<file path="config.mk">
export PLATFORM = sky130hd
export DESIGN_NAME = sdram_arbiter
export DESIGN_NICKNAME = d
export VERILOG_FILES = /design/src/rtl/sdram_types.sv /design/src/rtl/sdram_arbiter_rr_pick.sv /design/src/rtl/sdram_arbiter.sv
export SDC_FILE = /design/constraint.sdc
export NUM_CORES = 1
export LEC_CHECK = 0
export ABC_CLOCK_PERIOD_IN_PS = 4100
export BUFFER_PORTS_ARGS = -buffer_cell sky130_fd_sc_hd__buf_2
export CAP_MARGIN = 20
export CELL_PAD_IN_SITES_DETAIL_PLACEMENT = 1
export CELL_PAD_IN_SITES_GLOBAL_PLACEMENT = 1
export CORE_MARGIN = 10
export CORE_UTILIZATION = 35
export CTS_CLUSTER_DIAMETER = 120
export CTS_CLUSTER_SIZE = 28
export DETAILED_ROUTE_END_ITERATION = 10
export PLACE_DENSITY = 0.92
export SLEW_MARGIN = 20
export SYNTH_ARGS = -nofsm -noshare
export SYNTH_HDL_FRONTEND = slang
export SYNTH_HIERARCHICAL = 1
export SYNTH_SLANG_ARGS = --single-unit
</file>
<file path="constraint.sdc">
create_clock -name clkSYS -period 4.1 [get_ports clkSYS]
set_clock_uncertainty 0.15 [all_clocks]
set_input_delay 0.205 -clock clkSYS [delete_from_list [all_inputs] [get_ports clkSYS]]
set_output_delay 0.205 -clock clkSYS [all_outputs]
set_load 0.01 [all_outputs]
</file>
<file path="src/rtl/sdram_types.sv">
// rtl/sdram_types.sv - shared SDRAM request types and arbiter state encoding
package sdram_types;

    localparam int SDRAM_NREQ = 4;
    localparam int SDRAM_AN   = 24;
    localparam int SDRAM_DN   = 16;

    typedef struct packed {
        logic                wr;
        logic [SDRAM_AN-1:0] addr;
        logic [SDRAM_DN-1:0] data;
    } sdram_req_t;

    typedef enum logic [1:0] {
        ArbIdle,
        ArbGrant,
        ArbRelease
    } arb_state_t;

endpackage

</file>
<file path="src/rtl/sdram_arbiter_rr_pick.sv">
// rtl/sdram_arbiter_rr_pick.sv - combinational round-robin picker with optional fixed priority for requester 0
module rr_pick #(
    parameter int N   = 4,
    parameter int IDW = 2
) (
    input  logic [N-1:0]   req_i,
    input  logic [IDW-1:0] ptr_i,
    input  logic           hipri_i,
    output logic           valid_o,
    output logic [IDW-1:0] index_o
);

    logic [IDW-1:0] j;

    // Walk the rotation backwards so the last hit written is the one nearest ptr.
    always_comb begin
        valid_o = |req_i;
        index_o = '0;
        j       = '0;
        for (int i = N - 1; i >= 0; i--) begin
            j = IDW'((int'(ptr_i) + i) % N);
            if (req_i[j]) begin
                index_o = j;
            end
        end
        if (hipri_i && req_i[0]) begin
            index_o = '0;
        end
    end

endmodule

</file>
<file path="src/rtl/sdram_arbiter.sv">
// rtl/sdram_arbiter.sv - round-robin arbiter sharing the SDRAM request interface among bus masters
module sdram_arbiter
    import sdram_types::*;
#(
    parameter int AN    = 24,
    parameter int DN    = 16,
    parameter int N     = SDRAM_NREQ,
    parameter int IDW   = 2,
    parameter bit HIPRI = 1'b0
) (
    input  logic           clkSYS,
    input  logic           n_reset,
    input  logic [N-1:0]   m_req,
    input  logic [N-1:0]   m_wr,
    input  logic [AN-1:0]  m_addr [N],
    input  logic [DN-1:0]  m_data [N],
    output logic [N-1:0]   m_ack,
    output logic           req,
    output logic           req_wr,
    output logic [AN-1:0]  req_addr,
    output logic [DN-1:0]  req_data,
    output logic [IDW-1:0] req_id,
    input  logic           req_ack
);

    arb_state_t     state_q, state_d;
    logic [IDW-1:0] ptr_q, ptr_d;
    logic           req_q, req_d;
    logic           req_wr_q, req_wr_d;
    logic [AN-1:0]  req_addr_q, req_addr_d;
    logic [DN-1:0]  req_data_q, req_data_d;
    logic [IDW-1:0] req_id_q, req_id_d;
    logic [N-1:0]   m_ack_q, m_ack_d;

    logic           pick_valid;
    logic [IDW-1:0] pick_idx;

    rr_pick #(
        .N   (N),
        .IDW (IDW)
    ) u_pick (
        .req_i   (m_req),
        .ptr_i   (ptr_q),
        .hipri_i (HIPRI),
        .valid_o (pick_valid),
        .index_o (pick_idx)
    );

    always_ff @(posedge clkSYS or negedge n_reset) begin
        if (!n_reset) begin
            state_q    <= ArbIdle;
            ptr_q      <= '0;
            req_q      <= 1'b0;
            req_wr_q   <= 1'b0;
            req_addr_q <= '0;
            req_data_q <= '0;
            req_id_q   <= '0;
            m_ack_q    <= '0;
        end else begin
            state_q    <= state_d;
            ptr_q      <= ptr_d;
            req_q      <= req_d;
            req_wr_q   <= req_wr_d;
            req_addr_q <= req_addr_d;
            req_data_q <= req_data_d;
            req_id_q   <= req_id_d;
            m_ack_q    <= m_ack_d;
        end
    end

    // The data fields only load on a grant; elsewhere they keep their last value.
    always_comb begin
        state_d    = state_q;
        ptr_d      = ptr_q;
        req_d      = req_q;
        req_wr_d   = req_wr_q;
        req_addr_d = req_addr_q;
        req_data_d = req_data_q;
        req_id_d   = req_id_q;
        m_ack_d    = '0;
        case (state_q)
            ArbIdle: begin
                if (pick_valid) begin
                    req_d      = 1'b1;
                    req_id_d   = pick_idx;
                    req_wr_d   = m_wr[pick_idx];
                    req_addr_d = m_addr[pick_idx];
                    req_data_d = m_data[pick_idx];
                    state_d    = ArbGrant;
                end
            end
            ArbGrant: begin
                if (req_ack) begin
                    req_d             = 1'b0;
                    m_ack_d[req_id_q] = 1'b1;
                    ptr_d             = (int'(req_id_q) == N - 1) ? '0 : req_id_q + IDW'(1);
                    state_d           = ArbRelease;
                end
            end
            default: begin
                state_d = ArbIdle;
            end
        endcase
    end

    assign req      = req_q;
    assign req_wr   = req_wr_q;
    assign req_addr = req_addr_q;
    assign req_data = req_data_q;
    assign req_id   = req_id_q;
    assign m_ack    = m_ack_q;

endmodule
</file>
==> flow_summary.ini, run 1 <==
[drt]
drtIter0Drc = 74
vias_per_cell = 5.18
firstDrtPassIters = 4
drc = 0
totalWireLength_mm = 12.1
post_drt_wl_per_cell_um = 23.4
ant_nets = 0
dr_total_vias = 2689

[place]
dpl.hpwl_mm = 10.1
port_buffers = 218
place_congestion = 0.847

[synth]
synth_warnings = 6
synthAdderAreaFrac_pct = 1.55
async_flop_share_pct = 100
netlist_area_um2 = 3240
synth_edf_count = 0
synth_top_area_cell = dfrtp_1
synth_xor_area_share_pct = 0
yosysMostFrequentCell = dfrtp_1
yosysUniqueCellTypes = 31
synth_top_family_by_area = multiplexers
ys_top_cells_by_area = dfrtp_1 40%, mux4_2 27%, mux2_4 17%
syn_avg_cell_area_um2 = 17.1
synthSimpleGateAreaFrac_pct = 2.90
ys_seq_elements = 52
synth_compound_area_share_pct = 2.59
synth_flop_cell = dfrtp_1
synth_cells = 189
netlist_top_cells_count = 52 x dfrtp_1, 39 x mux4_2, 36 x mux2_4, 9 x mux2_2, 5 x buf_6
yosysTopAreaCellShare_pct = 40.2
synth-seq-area-share_pct = 40.2
synth_mux_area_share_pct = 48.6

[final_layout]
area_growth_pct = 41.8
layout-drive-gt1-share_pct = 78.3
final_util_pct = 50.4
fin_nets = 580

[pwr]
power.leakage_nw = 2.28
peakVddDrop_mv = 0.421
power_density_nw_per_um2 = 697

[grt]
grt-ovfl-total = 0
antenna_found_initial = 1
grt_pass1_vias = 3234
grt.total_usage_pct = 17.3
grt_max_degree = 53
grt_pass1_wl_mm = 17.9

[floorplanning]
coreArea_um2 = 9110
die_h_um = 116
core.rowCount = 35
dieArea_um2 = 13500
start_util_pct = 35.5
pin_count = 219
die_w_um = 116

[clock_tree]
cts_resized = 0
clkLatencyLatePin_ns = 0.30
hold_buffers = 1
post_cts_buffers = 0
cts_tree = yes
cts.sinks = 52
root_buffer = clkbuf_8
clock_path_buffers = 2
numCtsBuffers = 5
htreeDepth = 2
clk_pin_slew_ns = 0.10

[sta]
setup_tns_ns = 0
final-max-slew-violation-count = 0
hold_viol_final = 0
fmax_mhz = 336
rsz0062_at_grt = no
slew_headroom_pct = 46.5
finalCritPeriodShare_pct = 72.7
setup_viol_count_final = 0
fin_crit_ns = 2.98
tightest_slew_ns = 0.802

[run]
maxCapViolations = 0

[outcome]
status = finished clean

[setup_path]
startpoint_type = flop
crit_arrival_ns = 3.03
worst-setup-path-type = flop to flop
path_max_fanout = 42
critPathRequiredTime_ns = 4.15
end_kind = flop

[worst_hold_path]
hold_class = input port to flop
==> flip-flops by register name, summed over array words and instances, names as in the netlist <==
register and cells:
req_addr 24, req_data 16, m_ack 4, ptr_q 2, req_id 2, state_q 2
req 1, req_wr 1
==> metrics by stage <==
step | cell area, µm² | hold WS [ns] | worst slack (ns) | instances | power, mW
2_1_floorplan | 3240 | -0.241 | 1.74 | 190 | 2.22
3_3_place_gp | 4410 | 0.210 | 1.21 | 508 | 2.67
3_5_place_dp | 4410 | 0.235 | 1.09 | 508 | 2.76
4_1_cts | 4580 | 0.0121 | 1.09 | 517 | 3.25
5_1_grt | 4580 | 0.0462 | 0.939 | 517 | 3.39
6_report | 4590 | 0.0207 | 1.12 | 519 | 3.20
==> kinds of logic (layout without fill, tap and decap cells) <==
kind of cell,Yosys count,count (layout)
muxes,86,86
other,1,4
DFF,52,52
buffers and inverters,20,236
adders and majority gates,4,4
and+or+nand+nor,14,14
AOI/OAI and AO/OA,12,12
==> worst max-delay path, cell delays in order, from the launching register on <==
cell      delay [ns]
dfrtp_1         0.48
a21boi_0        0.14
o32a_1          0.23
o32ai_4         0.26
buf_4           0.67
mux4_1          0.63
mux2_2          0.27
==> placed cells by master, fill, tap and decap left out, types with 2 or more instances in the layout <==
cell       instances
nand2_1            2
inv_1              4
o21ai_0            2
bufinv_16          3
and2_1             4
mux2_4            36
mux2_2             9
buf_2            218
nor2_1             2
diode_2            2
ha_1               4
clkbuf_8           5
conb_1             2
a21oi_1            3
nand2b_1           2
mux4_2            39
buf_4              4
mux4_1             2
dfrtp_1           52
==> final timing paths <==
check | start | to | slack (ns) | cells past startpoint
worst max-delay path | ptr_q[1] | req_data[8] | 1.12 | 6
worst min-delay path | req_ack | state_q[0] | 0.02 | 3
worst max register to register | ptr_q[1] | req_data[8] | 1.12 | 6
worst min register to register | req_data[8] | req_data[8] | 0.36 | 1
max in group asynchronous | n_reset | req_data[1] | 2.93 | 3
min in group asynchronous | n_reset | req_addr[17] | 0.41 | 3
==> report_power, final <==
part	switching (mW)	internal, mW
logic	0.746	1.03
clock network	0.178	0.305
registers	0.173	0.768
total	1.10	2.10
==> routing by layer <==
| layer | up-vias | GRT usage [%] | share of wire [%] |
|---|---|---|---|
| li1 | 1185 | - | - |
| met1 | 1377 | 17.2 | 34 |
| met2 | 105 | 33.4 | 58 |
| met3 | 22 | 4.67 | 6.2 |
| met4 | 0 | 5.75 | 2.4 |
| met5 | - | 0 | 0 |
==> area by class of cell <==
class	count	area [µm²]
flip-flops and latches	52	1300
repair buffers	223	1130
diodes	2	5.00
clock inverters	3	90.1
multi-input cells	118	1840
well taps	111	139
inverters	5	18.8
fillers	997	4520
clock buffers	5	68.8
Power figures use the tool's default switching activity.
==> run 2, diff against run 1 <==
--- a/config.mk
+++ b/config.mk
@@ -5,17 +5,18 @@
 export SDC_FILE = /design/constraint.sdc
 export NUM_CORES = 1
 export LEC_CHECK = 0
-export ABC_CLOCK_PERIOD_IN_PS = 4100
+export ABC_AREA = 1
+export ABC_CLOCK_PERIOD_IN_PS = 3000
 export BUFFER_PORTS_ARGS = -buffer_cell sky130_fd_sc_hd__buf_2
 export CAP_MARGIN = 20
 export CELL_PAD_IN_SITES_DETAIL_PLACEMENT = 1
 export CELL_PAD_IN_SITES_GLOBAL_PLACEMENT = 1
 export CORE_MARGIN = 10
-export CORE_UTILIZATION = 35
+export CORE_UTILIZATION = 29
 export CTS_CLUSTER_DIAMETER = 120
 export CTS_CLUSTER_SIZE = 28
 export DETAILED_ROUTE_END_ITERATION = 10
-export PLACE_DENSITY = 0.92
+export PLACE_DENSITY = 0.87
 export SLEW_MARGIN = 20
 export SYNTH_ARGS = -nofsm -noshare
 export SYNTH_HDL_FRONTEND = slang
==> constraint.sdc (replaced) <==
create_clock -name clkSYS -period 3 [get_ports clkSYS]
set_clock_uncertainty 0.15 [all_clocks]
set_input_delay 0.15 -clock clkSYS [delete_from_list [all_inputs] [get_ports clkSYS]]
set_output_delay 0.15 -clock clkSYS [all_outputs]
set_load 0.01 [all_outputs]
==> run 2 against run 1 <==
Non-clock buffer count grew 7. Final cell count rose by 100%. Sequential share of layout area shrank 3.7 points. Power up 79%. Critical endpoint is now req_addr[13]. Largest power group unchanged. Highest routed layer is now met5.
==> flow_summary.ini, run 2 <==
[outcome]
status = finished clean

[synth]
ys_seq_elements = 52
netlist_top_cells_count = 369 x nand2_1, 93 x inv_1, 87 x nand3_1, 52 x dfrtp_1, 21 x buf_2
synth_nets = 844
synth_top_area_cell = nand2_1
netlist_area_um2 = 3880
synth_flop_cell = dfrtp_1
ys_top_cells_by_area = nand2_1 36%, dfrtp_1 34%, nand3_1 11%
yosysUniqueCellTypes = 20
synth-seq-area-share_pct = 33.5
async_flop_share_pct = 100
synth_warnings = 6
synth_edf_count = 0
yosysTopAreaCellShare_pct = 35.7
yosysMostFrequentCell = nand2_1
syn_avg_cell_area_um2 = 5.80
synth_cells = 669

[clock_tree]
htreeDepth = 2
clk_pin_slew_ns = 0.07
root_buffer = clkbuf_16
numCtsBuffers = 5
clock_path_buffers = 2
post_cts_buffers = 0
clkLatencyLatePin_ns = 0.28
cts_tree = yes
cts.sinks = 52

[setup_path]
r2r_start = ptr_q[0]
ff2ff_setup_slack_ns = 0.47
crit_arrival_ns = 2.60
path_max_fanout = 41
worst-setup-path-type = flop to flop
critical_path.top_delay_family = simple AND/OR/NAND/NOR gates
critPathRequiredTime_ns = 3.07
max_stage_delay_ns = 0.56
reg2reg_depth = 13
path_buf_inv = 3
r2r-end = req_addr[13]
crit_top_cell = nand2_1
startpoint_type = flop
end_kind = flop
crit_slowest_cell = dfrtp_1
crit_chain = inv_1 > nand2_1 > nand3_1 > nand2_1 > nor2_1 > a21oi_1 > nor2_4 > inv_2 > buf_12 > nand2_1 > nand2_1 > nand3_1 > nand3_1

[place]
place_area_um2 = 5100
place_congestion = 0.834
dp.cells = 1036
dpl.hpwl_mm = 12.5
port_buffers = 218

[sta]
setup_viol_count_final = 0
final-max-slew-violation-count = 0
fin_crit_ns = 2.53
slew_headroom_pct = 51.6
tightest_slew_ns = 0.724
fmax_mhz = 396
finalCritPeriodShare_pct = 84.2
setup_tns_ns = 0
hold_viol_final = 0
rsz0062_at_grt = no

[drt]
post_drt_wl_per_cell_um = 15.1
vias_per_cell = 4.46
ant_nets = 0
drtIter0Drc = 180
drc = 0
totalWireLength_mm = 15.8
firstDrtPassIters = 4
dr_total_vias = 4662

[final_layout]
final_util_pct = 40.1
fin_cells = 1046
largest_reg_flops = 24
nFillCells = 1881
seqCellArea_um2 = 1300
layout_commonest_cell = nand2_1
area_growth_pct = 36.2
final_cell_area_um2 = 5290
final_cell_mix = 369 x nand2_1, 218 x buf_2, 92 x inv_1, 87 x nand3_1, 52 x dfrtp_1
antennaDiodeCount = 0
multi_input_area_um2 = 2030
layout-drive-gt1-share_pct = 28.2
fin_nets = 1044

[floorplanning]
core.rowCount = 42
dieArea_um2 = 18400
coreArea_um2 = 13200
start_util_pct = 29.4
die_w_um = 136
pin_count = 219
die_h_um = 136

[pwr]
p_int_mw = 2.73
power.leakage_nw = 3.43
power_density_nw_per_um2 = 1080
power_frac_clock_pct = 11.5
switching_share_pct = 52.3
peakVddDrop_mv = 0.573
p_total_mw = 5.73
power_frac_seq_pct = 21.7
pwr-share-comb_pct = 66.8
switching_power_mw = 3.00

[grt]
grt_max_degree = 70
grt_pass1_wl_mm = 25.5
antenna_found_initial = 1
grt-ovfl-total = 0
grt_pass1_vias = 5096
grt.total_usage_pct = 16.7

[run]
maxCapViolations = 0

[worst_hold_path]
hold-path-cell-count = 5
hold_class = input port to flop
worstHoldStart = m_addr[81]
worstHoldEndpoint = req_addr[9]
-- run 2: logic make-up after synthesis --
group,Yosys count,share of synthesized area [%]
buffers and inverters,131,14.9
DFF,52,33.5
other,1,0.0966
AOI/OAI and AO/OA,9,1.26
and+or+nand+nor,472,49.0
adders and majority gates,4,1.29
-- run 2: worst max-delay path by stage --
stage | from | cells after the start | to | slack [ns]
floorplan | ptr_q[0] | 16 | req_addr[13] | 1.10
global placement | ptr_q[0] | 14 | req_data[8] | 0.57
detailed placement | ptr_q[0] | 14 | req_data[8] | 0.50
CTS | ptr_q[0] | 15 | req_data[8] | 0.47
global route | ptr_q[0] | 13 | req_addr[13] | 0.22
finish | ptr_q[0] | 13 | req_addr[13] | 0.47
-- run 2: cell type report --
type                    count  area share (%)
clock buffers               6            2.44
clock inverters             2           0.662
flip-flops and latches     52            24.6
multi-input cells         486            38.3
well taps                 176            4.16
inverters                  94            6.67
repair buffers            230            23.1
-- run 2: power by group through the flow --
stage | registers [mW] | clock network [mW] | logic [mW]
final | 1.24 | 0.660 | 3.83
after CTS | 1.25 | 0.679 | 3.90
after detailed placement | 1.25 | 0 | 3.88
after floorplan | 1.36 | 0 | 2.56
after global routing | 1.30 | 0.705 | 4.39
after global placement | 1.25 | 0 | 3.79
-- run 2: stage by stage --
stage,worst slack [ns],hold slack (ns)
2_1_floorplan,1.10,-0.296
3_3_place_gp,0.566,-0.0334
3_5_place_dp,0.501,-0.0290
4_1_cts,0.467,0.00625
5_1_grt,0.220,0.0330
6_report,0.473,0.00934
-- run 2: worst min-delay path, delay by kind of cell --
| kind | cells | cell delay [ns] |
|---|---|---|
| buffers and inverters | 1 | 0.08 |
| and+or+nand+nor | 4 | 0.18 |
-- run 2: what timing repair did --
action	CTS	global route
gates resized for setup	0	0
hold buffers	2	0
hold endpoints to repair	22	0
-- run 2: metal layers --
metal  vias up  GRT usage, %  routed length (µm)
li1       2378             -                   -
met1      2150          19.5                6660
met2       120          30.0                7950
met3        12          4.30                1010
met4         2          3.05                 181
met5         -             0                  13
==> run 3, diff against run 2 <==
--- a/config.mk
+++ b/config.mk
@@ -6,7 +6,7 @@
 export NUM_CORES = 1
 export LEC_CHECK = 0
 export ABC_AREA = 1
-export ABC_CLOCK_PERIOD_IN_PS = 3000
+export ABC_CLOCK_PERIOD_IN_PS = 2650
 export BUFFER_PORTS_ARGS = -buffer_cell sky130_fd_sc_hd__buf_2
 export CAP_MARGIN = 20
 export CELL_PAD_IN_SITES_DETAIL_PLACEMENT = 1
==> constraint.sdc (replaced) <==
create_clock -name clkSYS -period 2.65 [get_ports clkSYS]
set_clock_uncertainty 0.15 [all_clocks]
set_input_delay 0.1325 -clock clkSYS [delete_from_list [all_inputs] [get_ports clkSYS]]
set_output_delay 0.1325 -clock clkSYS [all_outputs]
set_load 0.01 [all_outputs]
==> run 3 against run 2 <==
Maximum frequency increased by 7.6%. Final cell count increased by 1.7%. Setup slack got worse by 0.17 ns. Register-to-register slack got worse by 0.17 ns. Non-clock buffer count increased by 17. Utilization increased by 1.4 points. Worst hold slack got worse by 0.0047 ns. Global-route usage increased by 0.50 points. Die area unchanged. Critical endpoint is now req_data[8]. Largest power group unchanged. Highest routed layer is now met4.
==> flow_summary.ini, run 3 (synthesis results as in run 2) <==
[grt]
grt_pass1_wl_mm = 26.0
antenna_found_initial = 1
grt_max_degree = 56
grt_pass1_vias = 5149
grt.total_usage_pct = 17.2
grt-ovfl-total = 0

[final_layout]
layout-drive-gt1-share_pct = 28.1
layout_commonest_cell = nand2_1
final_util_pct = 41.5
fin_nets = 1061
final_cell_mix = 369 x nand2_1, 218 x buf_2, 92 x inv_1, 87 x nand3_1, 52 x dfrtp_1
area_growth_pct = 40.9
largest_reg_flops = 24

[floorplanning]
pin_count = 219
start_util_pct = 29.4
dieArea_um2 = 18400
die_w_um = 136
coreArea_um2 = 13200
core.rowCount = 42
die_h_um = 136

[outcome]
status = finished clean

[worst_hold_path]
hold_class = input port to flop

[place]
place_worst_setup_slack_ns = 0.360
port_buffers = 218
dpl.hpwl_mm = 12.6
place_congestion = 0.832

[clock_tree]
cts_resized = 0
cts.sinks = 52
htreeDepth = 2
clk_pin_slew_ns = 0.07
hold_buffers = 16
numCtsBuffers = 5
root_buffer = clkbuf_16
cts_tree = yes
clock_path_buffers = 2
post_cts_buffers = 0
clkLatencyLatePin_ns = 0.29

[sta]
finalCritPeriodShare_pct = 88.6
fmax_mhz = 426
setup_tns_ns = 0
worst_hold_slack_ns = 0.00464
hold_viol_final = 0
setup_viol_count_final = 0
fin_crit_ns = 2.35
slew_headroom_pct = 52.1
fin_ws_ns = 0.302
final-max-slew-violation-count = 0
rsz0062_at_grt = no
tightest_slew_ns = 0.717

[drt]
totalWireLength_mm = 16.2
vias_per_cell = 4.52
drtIter0Drc = 211
drc = 0
ant_nets = 0
firstDrtPassIters = 4
post_drt_wl_per_cell_um = 15.2
dr_total_vias = 4809

[pwr]
peakVddDrop_mv = 0.662
p_total_mw = 6.58
power.leakage_nw = 3.51
power_density_nw_per_um2 = 1200

[run]
maxCapViolations = 0

[setup_path]
startpoint_type = flop
critPathRequiredTime_ns = 2.73
crit_arrival_ns = 2.43
worst-setup-path-type = flop to flop
end_kind = flop
path_max_fanout = 19
==> run 3: cell types whose count changed in the layout (fill, tap and decap cells not counted), sizes merged <==
cell         delta
clkinvlp        +1
buf             +3
clkbuf          -1
diode           +1
dlygate4sd3    +14
==> run 3: metal layers <==
metal	global-route usage [%]	vias up	routed length (µm)
met5	0	-	0
met4	3.77	0	225
met3	4.12	14	939
met2	31.2	116	8260
met1	19.8	2266	6780
li1	-	2413	-
==> run 3: per-stage QoR <==
stage          std cells  cell area, µm²
6_report            1064            5470
5_1_grt             1063            5470
4_1_cts             1063            5470
3_5_place_dp        1039            5140
3_3_place_gp        1039            5140
2_1_floorplan        669            3880
==> run 3: layout make-up <==
cell class / instances / area [µm²]
antenna: 1 / 2.50
clock buffer: 5 / 125
clock inverter: 3 / 42.5
fill: 1863 / 7720
inverter: 94 / 353
multi-input combinational: 486 / 2030
sequential: 52 / 1300
tap: 176 / 220
timing repair buffer: 247 / 1400
==> run 3: final timing paths <==
path                       depth (start not counted)          from  slack, ns            to
max                                               11      ptr_q[1]       0.30   req_data[8]
min                                                5    m_data[44]      0.005  req_data[12]
max reg2reg                                       11      ptr_q[1]       0.30   req_data[8]
min reg2reg                                        2  req_addr[10]       0.33  req_addr[10]
max in group asynchronous                          3       n_reset       1.26   req_data[6]
min in group asynchronous                          2       n_reset       0.28    state_q[1]
==> run 3: critical path: stages, from the launching register on <==
cell and delay (ns):
dfrtp_1 0.47, inv_1 0.14, nand2_1 0.10, nand2_2 0.07
o21ai_1 0.18, nand3_1 0.14, a21oi_4 0.34, buf_4 0.34
nand3_1 0.14, nand2_1 0.08, nand2_1 0.04, nand2_1 0.08
==> run 3: where the power goes <==
part	leakage, nW	internal (mW)	switching (mW)
Sequential	0.647	1.18	0.215
Combinational	2.78	1.54	2.90
Clock	0.0798	0.444	0.301
